===== src/rtl/mrd_pkg.sv =====
// Shared types and sizes for the radix-2/3/4/5 write-back bank stage.
package mrd_pkg;

    localparam int unsigned wDataInOut = 30;
    localparam int unsigned wBankAddr  = 8;
    localparam int unsigned wFrameLen  = 10;
    localparam int unsigned wBankIdx   = 3;
    localparam int unsigned NUM_LANES  = 5;
    localparam int unsigned NUM_BANKS  = 5;

    typedef struct packed {
        logic signed [wDataInOut-1:0] re;
        logic signed [wDataInOut-1:0] im;
        logic [wBankIdx-1:0]          bank_index;
        logic [wBankAddr-1:0]         bank_addr;
    } mrd_lane_t;

    typedef enum logic [1:0] {
        IDLE,
        RUN,
        FLUSH
    } mrd_wrbank_state_t;

endpackage


===== src/rtl/mrd_rdx2345_wrbank_if.sv =====
// Beat input, bank write ports and status of the write-back stage.
interface mrd_rdx2345_wrbank_if;
    import mrd_pkg::*;

    logic                         start;
    logic [wFrameLen-1:0]         frame_len;
    logic                         in_val;
    logic signed [wDataInOut-1:0] in_real       [NUM_LANES];
    logic signed [wDataInOut-1:0] in_imag       [NUM_LANES];
    logic [wBankIdx-1:0]          in_bank_index [NUM_LANES];
    logic [wBankAddr-1:0]         in_bank_addr  [NUM_LANES];
    logic [NUM_BANKS-1:0]         wr_en;
    logic [wBankAddr-1:0]         wr_addr       [NUM_BANKS];
    logic [2*wDataInOut-1:0]      wr_data       [NUM_BANKS];
    logic                         busy;
    logic                         done;
    logic                         err_conflict;
    logic                         err_range;
    logic                         err_unexp;

    modport master (
        output start, frame_len, in_val, in_real, in_imag, in_bank_index, in_bank_addr,
        input  wr_en, wr_addr, wr_data, busy, done, err_conflict, err_range, err_unexp
    );

    modport slave (
        input  start, frame_len, in_val, in_real, in_imag, in_bank_index, in_bank_addr,
        output wr_en, wr_addr, wr_data, busy, done, err_conflict, err_range, err_unexp
    );

endinterface


===== src/rtl/mrd_wrbank_sel.sv =====
// Per-bank priority selector: lowest lane whose bank index matches bank_i wins.
// Multi-hit output exists only when MRD_WRBANK_CHECK_EN is defined.
module mrd_wrbank_sel
    import mrd_pkg::*;
(
    input  logic [wBankIdx-1:0] idx_i [NUM_LANES],
    input  logic [wBankIdx-1:0] bank_i,
    output logic                hit_o,
    output logic [wBankIdx-1:0] lane_o
`ifdef MRD_WRBANK_CHECK_EN
    ,
    output logic                multi_o
`endif
);

    always_comb begin
        hit_o  = 1'b0;
        lane_o = '0;
`ifdef MRD_WRBANK_CHECK_EN
        multi_o = 1'b0;
`endif
        for (int unsigned k = 0; k < NUM_LANES; k++) begin
            if (idx_i[k] == bank_i) begin
                if (!hit_o) begin
                    hit_o  = 1'b1;
                    lane_o = wBankIdx'(k);
                end
`ifdef MRD_WRBANK_CHECK_EN
                else begin
                    multi_o = 1'b1;
                end
`endif
            end
        end
    end

endmodule


===== src/rtl/mrd_rdx2345_wrbank.sv =====
// Write-back stage: routes 5-lane beats to 5 bank write ports and tracks frame length.
// MRD_WRBANK_CHECK_EN builds the sticky conflict/range/unexpected-beat error flags.
module mrd_rdx2345_wrbank
    import mrd_pkg::*;
(
    input logic                  clk,
    input logic                  rst,
    mrd_rdx2345_wrbank_if.slave  bus
);

    mrd_wrbank_state_t       state_q, state_d;
    logic [wFrameLen-1:0]    cnt_q, cnt_d;
    logic [wFrameLen-1:0]    len_q, len_d;
    logic [NUM_BANKS-1:0]    en_q, en_d;
    logic [wBankAddr-1:0]    addr_q [NUM_BANKS];
    logic [wBankAddr-1:0]    addr_d [NUM_BANKS];
    logic [2*wDataInOut-1:0] data_q [NUM_BANKS];
    logic [2*wDataInOut-1:0] data_d [NUM_BANKS];

    mrd_lane_t               lanes [NUM_LANES];
    logic [wBankIdx-1:0]     idx   [NUM_LANES];
    logic [NUM_BANKS-1:0]    hit;
    logic [wBankIdx-1:0]     sel   [NUM_BANKS];
    logic                    accept;

    always_comb begin
        for (int unsigned k = 0; k < NUM_LANES; k++) begin
            lanes[k].re         = bus.in_real[k];
            lanes[k].im         = bus.in_imag[k];
            lanes[k].bank_index = bus.in_bank_index[k];
            lanes[k].bank_addr  = bus.in_bank_addr[k];
            idx[k]              = lanes[k].bank_index;
        end
    end

`ifdef MRD_WRBANK_CHECK_EN
    logic [NUM_BANKS-1:0] multi;
`endif

    for (genvar b = 0; b < NUM_BANKS; b++) begin : g_sel
        mrd_wrbank_sel u_sel (
            .idx_i   (idx),
            .bank_i  (wBankIdx'(b)),
            .hit_o   (hit[b]),
            .lane_o  (sel[b])
`ifdef MRD_WRBANK_CHECK_EN
            ,
            .multi_o (multi[b])
`endif
        );
    end

    // Exit at equality keeps the counter from ever wrapping.
    always_comb begin
        state_d = state_q;
        cnt_d   = cnt_q;
        len_d   = len_q;
        accept  = 1'b0;
        unique case (state_q)
            IDLE: begin
                if (bus.start) begin
                    len_d   = bus.frame_len;
                    cnt_d   = '0;
                    state_d = (bus.frame_len == '0) ? FLUSH : RUN;
                end
            end
            RUN: begin
                if (bus.in_val) begin
                    accept = 1'b1;
                    cnt_d  = cnt_q + 1'b1;
                    if (cnt_d == len_q) state_d = FLUSH;
                end
            end
            FLUSH:   state_d = IDLE;
            default: state_d = IDLE;
        endcase
    end

    // Unselected banks hold their last address/data.
    always_comb begin
        for (int unsigned b = 0; b < NUM_BANKS; b++) begin
            en_d[b]   = accept & hit[b];
            addr_d[b] = addr_q[b];
            data_d[b] = data_q[b];
            if (en_d[b]) begin
                addr_d[b] = lanes[sel[b]].bank_addr;
                data_d[b] = {lanes[sel[b]].re, lanes[sel[b]].im};
            end
        end
    end

    always_ff @(posedge clk) begin
        if (rst) begin
            state_q <= IDLE;
            cnt_q   <= '0;
            len_q   <= '0;
            en_q    <= '0;
            for (int unsigned b = 0; b < NUM_BANKS; b++) begin
                addr_q[b] <= '0;
                data_q[b] <= '0;
            end
        end else begin
            state_q <= state_d;
            cnt_q   <= cnt_d;
            len_q   <= len_d;
            en_q    <= en_d;
            for (int unsigned b = 0; b < NUM_BANKS; b++) begin
                addr_q[b] <= addr_d[b];
                data_q[b] <= data_d[b];
            end
        end
    end

    assign bus.wr_en   = en_q;
    assign bus.wr_addr = addr_q;
    assign bus.wr_data = data_q;
    assign bus.busy    = (state_q != IDLE);
    assign bus.done    = (state_q == FLUSH);

`ifdef MRD_WRBANK_CHECK_EN
    logic conf_q, range_q, unexp_q;
    logic bad_idx;

    always_comb begin
        bad_idx = 1'b0;
        for (int unsigned k = 0; k < NUM_LANES; k++) begin
            if (idx[k] >= wBankIdx'(NUM_BANKS)) bad_idx = 1'b1;
        end
    end

    always_ff @(posedge clk) begin
        if (rst || (state_q == IDLE && bus.start)) begin
            conf_q  <= 1'b0;
            range_q <= 1'b0;
            unexp_q <= 1'b0;
        end else begin
            if (accept && (|multi))              conf_q  <= 1'b1;
            if (accept && bad_idx)               range_q <= 1'b1;
            if (state_q == IDLE && bus.in_val)   unexp_q <= 1'b1;
        end
    end

    assign bus.err_conflict = conf_q;
    assign bus.err_range    = range_q;
    assign bus.err_unexp    = unexp_q;
`else
    assign bus.err_conflict = 1'b0;
    assign bus.err_range    = 1'b0;
    assign bus.err_unexp    = 1'b0;
`endif

endmodule


===== src/flat_wrapper.sv =====
// flat-port wrapper written by rule: the top's interface ports become plain ports
module mrd_rdx2345_wrbank_flat import mrd_pkg::*;
  (clk, rst, bus_start, bus_frame_len, bus_in_val, bus_in_real, bus_in_imag, bus_in_bank_index, bus_in_bank_addr, bus_wr_en, bus_wr_addr, bus_wr_data, bus_busy, bus_done, bus_err_conflict, bus_err_range, bus_err_unexp);
  mrd_rdx2345_wrbank_if bus_i ();
  input logic clk;
  input logic rst;
  input wire logic [$bits(bus_i.start)-1:0] bus_start;
  input wire logic [$bits(bus_i.frame_len)-1:0] bus_frame_len;
  input wire logic [$bits(bus_i.in_val)-1:0] bus_in_val;
  input wire logic [$bits(bus_i.in_real)-1:0] bus_in_real;
  input wire logic [$bits(bus_i.in_imag)-1:0] bus_in_imag;
  input wire logic [$bits(bus_i.in_bank_index)-1:0] bus_in_bank_index;
  input wire logic [$bits(bus_i.in_bank_addr)-1:0] bus_in_bank_addr;
  output wire logic [$bits(bus_i.wr_en)-1:0] bus_wr_en;
  output wire logic [$bits(bus_i.wr_addr)-1:0] bus_wr_addr;
  output wire logic [$bits(bus_i.wr_data)-1:0] bus_wr_data;
  output wire logic [$bits(bus_i.busy)-1:0] bus_busy;
  output wire logic [$bits(bus_i.done)-1:0] bus_done;
  output wire logic [$bits(bus_i.err_conflict)-1:0] bus_err_conflict;
  output wire logic [$bits(bus_i.err_range)-1:0] bus_err_range;
  output wire logic [$bits(bus_i.err_unexp)-1:0] bus_err_unexp;
  assign bus_i.start = bus_start;
  assign bus_i.frame_len = bus_frame_len;
  assign bus_i.in_val = bus_in_val;
  assign bus_i.in_real = {>>{bus_in_real}};
  assign bus_i.in_imag = {>>{bus_in_imag}};
  assign bus_i.in_bank_index = {>>{bus_in_bank_index}};
  assign bus_i.in_bank_addr = {>>{bus_in_bank_addr}};
  assign bus_wr_en = bus_i.wr_en;
  assign bus_wr_addr = {>>{bus_i.wr_addr}};
  assign bus_wr_data = {>>{bus_i.wr_data}};
  assign bus_busy = bus_i.busy;
  assign bus_done = bus_i.done;
  assign bus_err_conflict = bus_i.err_conflict;
  assign bus_err_range = bus_i.err_range;
  assign bus_err_unexp = bus_i.err_unexp;
  mrd_rdx2345_wrbank u_core (.clk(clk), .rst(rst), .bus(bus_i));
endmodule

===== config.mk =====
export PLATFORM = sky130hd
export DESIGN_NAME = mrd_rdx2345_wrbank_flat
export DESIGN_NICKNAME = d
export VERILOG_FILES = /design/src/rtl/mrd_pkg.sv /design/src/rtl/mrd_rdx2345_wrbank_if.sv /design/src/rtl/mrd_wrbank_sel.sv /design/src/rtl/mrd_rdx2345_wrbank.sv /design/src/flat_wrapper.sv
export SDC_FILE = /design/constraint.sdc
export NUM_CORES = 2
export LEC_CHECK = 0
export ABC_AREA = 1
export BUFFER_PORTS_ARGS = -buffer_cell sky130_fd_sc_hd__clkbuf_2
export CAP_MARGIN = 30
export CORE_AREA = 2 2 282 284
export DETAILED_ROUTE_END_ITERATION = 10
export DIE_AREA = 0 0 284 286
export PLACE_DENSITY = 0.66
export REMOVE_ABC_BUFFERS = 1
export SLEW_MARGIN = 10
export SYNTH_ARGS = -nofsm -noshare
export SYNTH_HDL_FRONTEND = slang
export SYNTH_SLANG_ARGS = --single-unit

===== constraint.sdc =====
create_clock -name clk -period 4.38 [get_ports clk]
set_input_delay 0.219 -clock clk [delete_from_list [all_inputs] [get_ports clk]]
set_output_delay 0.219 -clock clk [all_outputs]
set_load 0.02 [all_outputs]

==> impl_metrics.env <==
export IMPL_status="completed"
export IMPL_tightestPinTransition_ps=1050
export IMPL_clockBufferDepth=3
export IMPL_r2r_slack_ps=1470
export IMPL_syn_area_per_cell_um2=5.92
export IMPL_min_from="bus_in_real[13]"
export IMPL_power_mw=11.0
export IMPL_h_tree_depth=2
export IMPL_dp_cells=5902
export IMPL_internal_power_mw=6.77
export IMPL_port_buffers=715
export IMPL_synth_edf_count=0
export IMPL_grt_pass1_wl_um=213000
export IMPL_switchingPower_mw=4.23
export IMPL_grt_pass1_vias=32800
export IMPL_grt_remaining_overflow=0
export IMPL_fin_nets=5327
export IMPL_gp_congestion=0.906
export IMPL_drive_gt1_frac=0.191
export IMPL_clk_pin_slew_worst_paths_ps=60
export IMPL_numCtsBuffers=48
export IMPL_whs_path_depth=3
export IMPL_ys_seq_area_frac=0.277
export IMPL_postCtsHoldBufs=52
export IMPL_syn_to_final_growth_pct=22.5
export IMPL_vias_per_cell=6.03
export IMPL_die_area_um2=81200
export IMPL_routed_wl_um=146000
export IMPL_reg2reg_depth=9
export IMPL_die_h_um=286
export IMPL_synth_fa_ha_area_frac=0.000472
export IMPL_grt_usage=0.338
export IMPL_whs_ps=34.5
export IMPL_synth_mux_area_frac=0
export IMPL_synth_top_flop_cell="dfxtp_1"
export IMPL_ys_ff_latch=367
export IMPL_met1Wirelength_um=55100
export IMPL_power_leakage_nw=15.8
export IMPL_dr_pass1_iters=9
export IMPL_wl_met3_um=20700
export IMPL_grt_max_degree=157
export IMPL_setup_viol=0
export IMPL_antenna_found_initial=17
export IMPL_fin_crit_sh=0.664
export IMPL_maxCapViolations=0
export IMPL_max_slew_margin_rel=0.301
export IMPL_finalHoldViolCount=0
export IMPL_synthXorXnorAreaFrac=0.00118
export IMPL_synthArstFlopShare=0
export IMPL_met2WireLength_um=61700
export IMPL_ios=719
export IMPL_rr_startpoint="u_core.state_q[0]"
export IMPL_start_util=0.338
export IMPL_critPathCaptureType="flip-flop"
export IMPL_report_final_slew_viol_count=0
export IMPL_dp_hpwl_um=90000
export IMPL_clk_latency_ps=600
export IMPL_cp_max_fo=34
export IMPL_critical_path_class="flip-flop to flip-flop"
export IMPL_die_width_um=284
export IMPL_hp_class="input pin to flip-flop"
export IMPL_pwr_share_seq=0.332
export IMPL_switching_share=0.385
export IMPL_core_area_um2=78400
export IMPL_drtIter0Drc=5656
export IMPL_power_frac_comb=0.310
export IMPL_crit_required_ps=4850
export IMPL_post_cts_buffers=0
export IMPL_fin_worst_skew_ps=17.0
export IMPL_ant_nets=0
export IMPL_root_buffer="clkbuf_16"
export IMPL_cts_tree="yes"
export IMPL_yosys_warnings=0
export IMPL_stdcell_count=6055
export IMPL_drc=0
export IMPL_synthCells=4480
export IMPL_rsz0062_at_grt="false"
export IMPL_cts_sinks=367
export IMPL_syn_area_um2=26500
export IMPL_highest_layer="met5"
export IMPL_yosys_area_share_simple=0.417
export IMPL_ir_worst_vdd_mv=0.237
export IMPL_fill_cells=8468
export IMPL_worstHoldEndpoint="u_core.bus.wr_data[43]"
export IMPL_synth_compound_area_frac=0.214
export IMPL_vias=36500
export IMPL_fmax_mhz=344
export IMPL_cts_resized=0
export IMPL_min_period_ps=2910
export IMPL_rows=103
export IMPL_power_density_nw_per_um2=339
export IMPL_synth_cell_types=38
export IMPL_critPathArrivalTime_ps=3380
export IMPL_crit_path_start_kind="flip-flop"
export IMPL_synth_top_family_by_area="simple AND/OR/NAND/NOR gates"
export IMPL_routedWlPerCell_um=24.1
export IMPL_r2r_end="u_core.bus.wr_data[227]"
export IMPL_power_frac_clock=0.358
[kinds of logic after synthesis]
family | after synthesis
fa+ha+maj | 1
compound gates | 1093
other cells | 1
flops | 367
simple gates | 2488
xor+xnor | 2
buf+inv | 528
[sequential cells by signal (all words and copies together) (netlist names)]
register,flops
u_core.bus.wr_data,300
u_core.bus.wr_en,5
u_core.len_q,10
u_core.bus.wr_addr,40
u_core.state_q,2
u_core.cnt_q,10
[power groups by stage]
| stage | combinational [mW] | clock [mW] | sequential [mW] |
|---|---|---|---|
| 2_1_floorplan | 1.69 | 0 | 3.87 |
| 3_3_place_gp | 3.18 | 0 | 3.72 |
| 3_5_place_dp | 3.24 | 0 | 3.71 |
| 4_1_cts | 3.29 | 3.95 | 3.64 |
| 5_1_grt | 3.65 | 4.08 | 3.66 |
| 6_report | 3.41 | 3.94 | 3.65 |
[placed cells by master (no fill, tap or decap), types with 6 or more instances in the layout]
master         Yosys  final
nand3b_1          33     33
or2_2             17     17
nand4_1            7      7
diode_2            0     12
o22ai_1           15     15
dlygate4sd3_1      0     52
a21oi_1          674    674
inv_2             31     12
nor3_1             7      7
o21ai_0          341    341
clkbuf_16          0     49
inv_1             82     81
a21oi_2           10      9
nand2_1         1273   1270
clkbuf_8           0      8
buf_4             26     47
nand2_2            8      6
nand3_1         1093   1093
o211ai_1          34     34
clkbuf_2           1    715
nor2_4            12     12
inv_4              0      9
nor2_1            27     27
clkbuf_1         196     13
o21ai_1           11     11
clkinv_2           0     23
dfxtp_1          367    367
buf_12             0     17
[synthesized netlist by cell type (4+ instances only)]
| master | instances | area [um^2] |
|---|---|---|
| buf_4 | 26 | 195 |
| buf_1 | 41 | 154 |
| nor2_4 | 12 | 135 |
| clkinv_1 | 4 | 15.0 |
| o21ai_0 | 341 | 1710 |
| o22ai_1 | 15 | 93.8 |
| nor2_1 | 27 | 101 |
| a21oi_1 | 674 | 3370 |
| inv_1 | 82 | 308 |
| clkbuf_1 | 196 | 736 |
| or2_2 | 17 | 106 |
| buf_6 | 19 | 214 |
| dfxtp_1 | 367 | 7350 |
| a21oi_2 | 10 | 87.6 |
| a21oi_4 | 4 | 65.1 |
| o211ai_1 | 34 | 255 |
| nand2_1 | 1273 | 4780 |
| inv_2 | 31 | 116 |
| nand4_1 | 7 | 43.8 |
| nor2_2 | 4 | 25.0 |
| nand3b_1 | 33 | 248 |
| buf_2 | 127 | 636 |
| nand2_2 | 8 | 50.1 |
| o21ai_1 | 11 | 55.1 |
| nand3_1 | 1093 | 5470 |
| nor3_1 | 7 | 35.0 |
[cell type report]
class / count / area (um^2) / area share
multi-input combinational: 3587 / 16900 / 0.519
inverter: 117 / 483 / 0.0149
clock inverter: 16 / 113 / 0.00347
tap: 1050 / 1310 / 0.0405
clock buffer: 70 / 1390 / 0.0427
sequential: 367 / 7350 / 0.226
timing repair buffer: 836 / 4930 / 0.152
antenna: 12 / 30.0 / 0.000925
[worst max-delay path, stage by stage, from the launching register on]
cell      delay, ps
dfxtp_1         340
inv_1            60
nor2_1          200
nand2_2         250
a21oi_4         210
buf_4           420
clkinv_2        620
buf_12          400
a21oi_1         150
a21oi_1          90
[per-stage QoR]
stage          utilization  instance area [um^2]  setup WS (ps)  setup TNS [ps]
3_3_place_gp         0.385                 30200           1280               0
2_1_floorplan            -                 24600          -1120         -263360
3_5_place_dp         0.387                 30300           1190               0
6_report             0.414                 32500           1470               0
5_1_grt              0.414                 32500           1420               0
4_1_cts              0.413                 32400           1590               0
[worst max-delay path by stage]
stage	depth (start not counted)	from	endpoint
after detailed placement	12	bus_in_bank_index[10]	u_core.bus.wr_data[236]
after CTS	9	u_core.state_q[0]	u_core.bus.wr_data[227]
final	9	u_core.state_q[0]	u_core.bus.wr_data[227]
after floorplan	11	bus_in_bank_index[14]	u_core.bus.wr_data[271]
after global routing	9	u_core.state_q[0]	u_core.bus.wr_data[227]
after global placement	12	bus_in_bank_index[14]	u_core.bus.wr_addr[25]
[routing by layer]
metal	global-route usage	up-vias
met1	0.442	16600
met4	0.183	10
met5	0	-
met2	0.500	3060
li1	-	16300
met3	0.0967	546
Note: power is estimated with default switching activity, not from simulation.
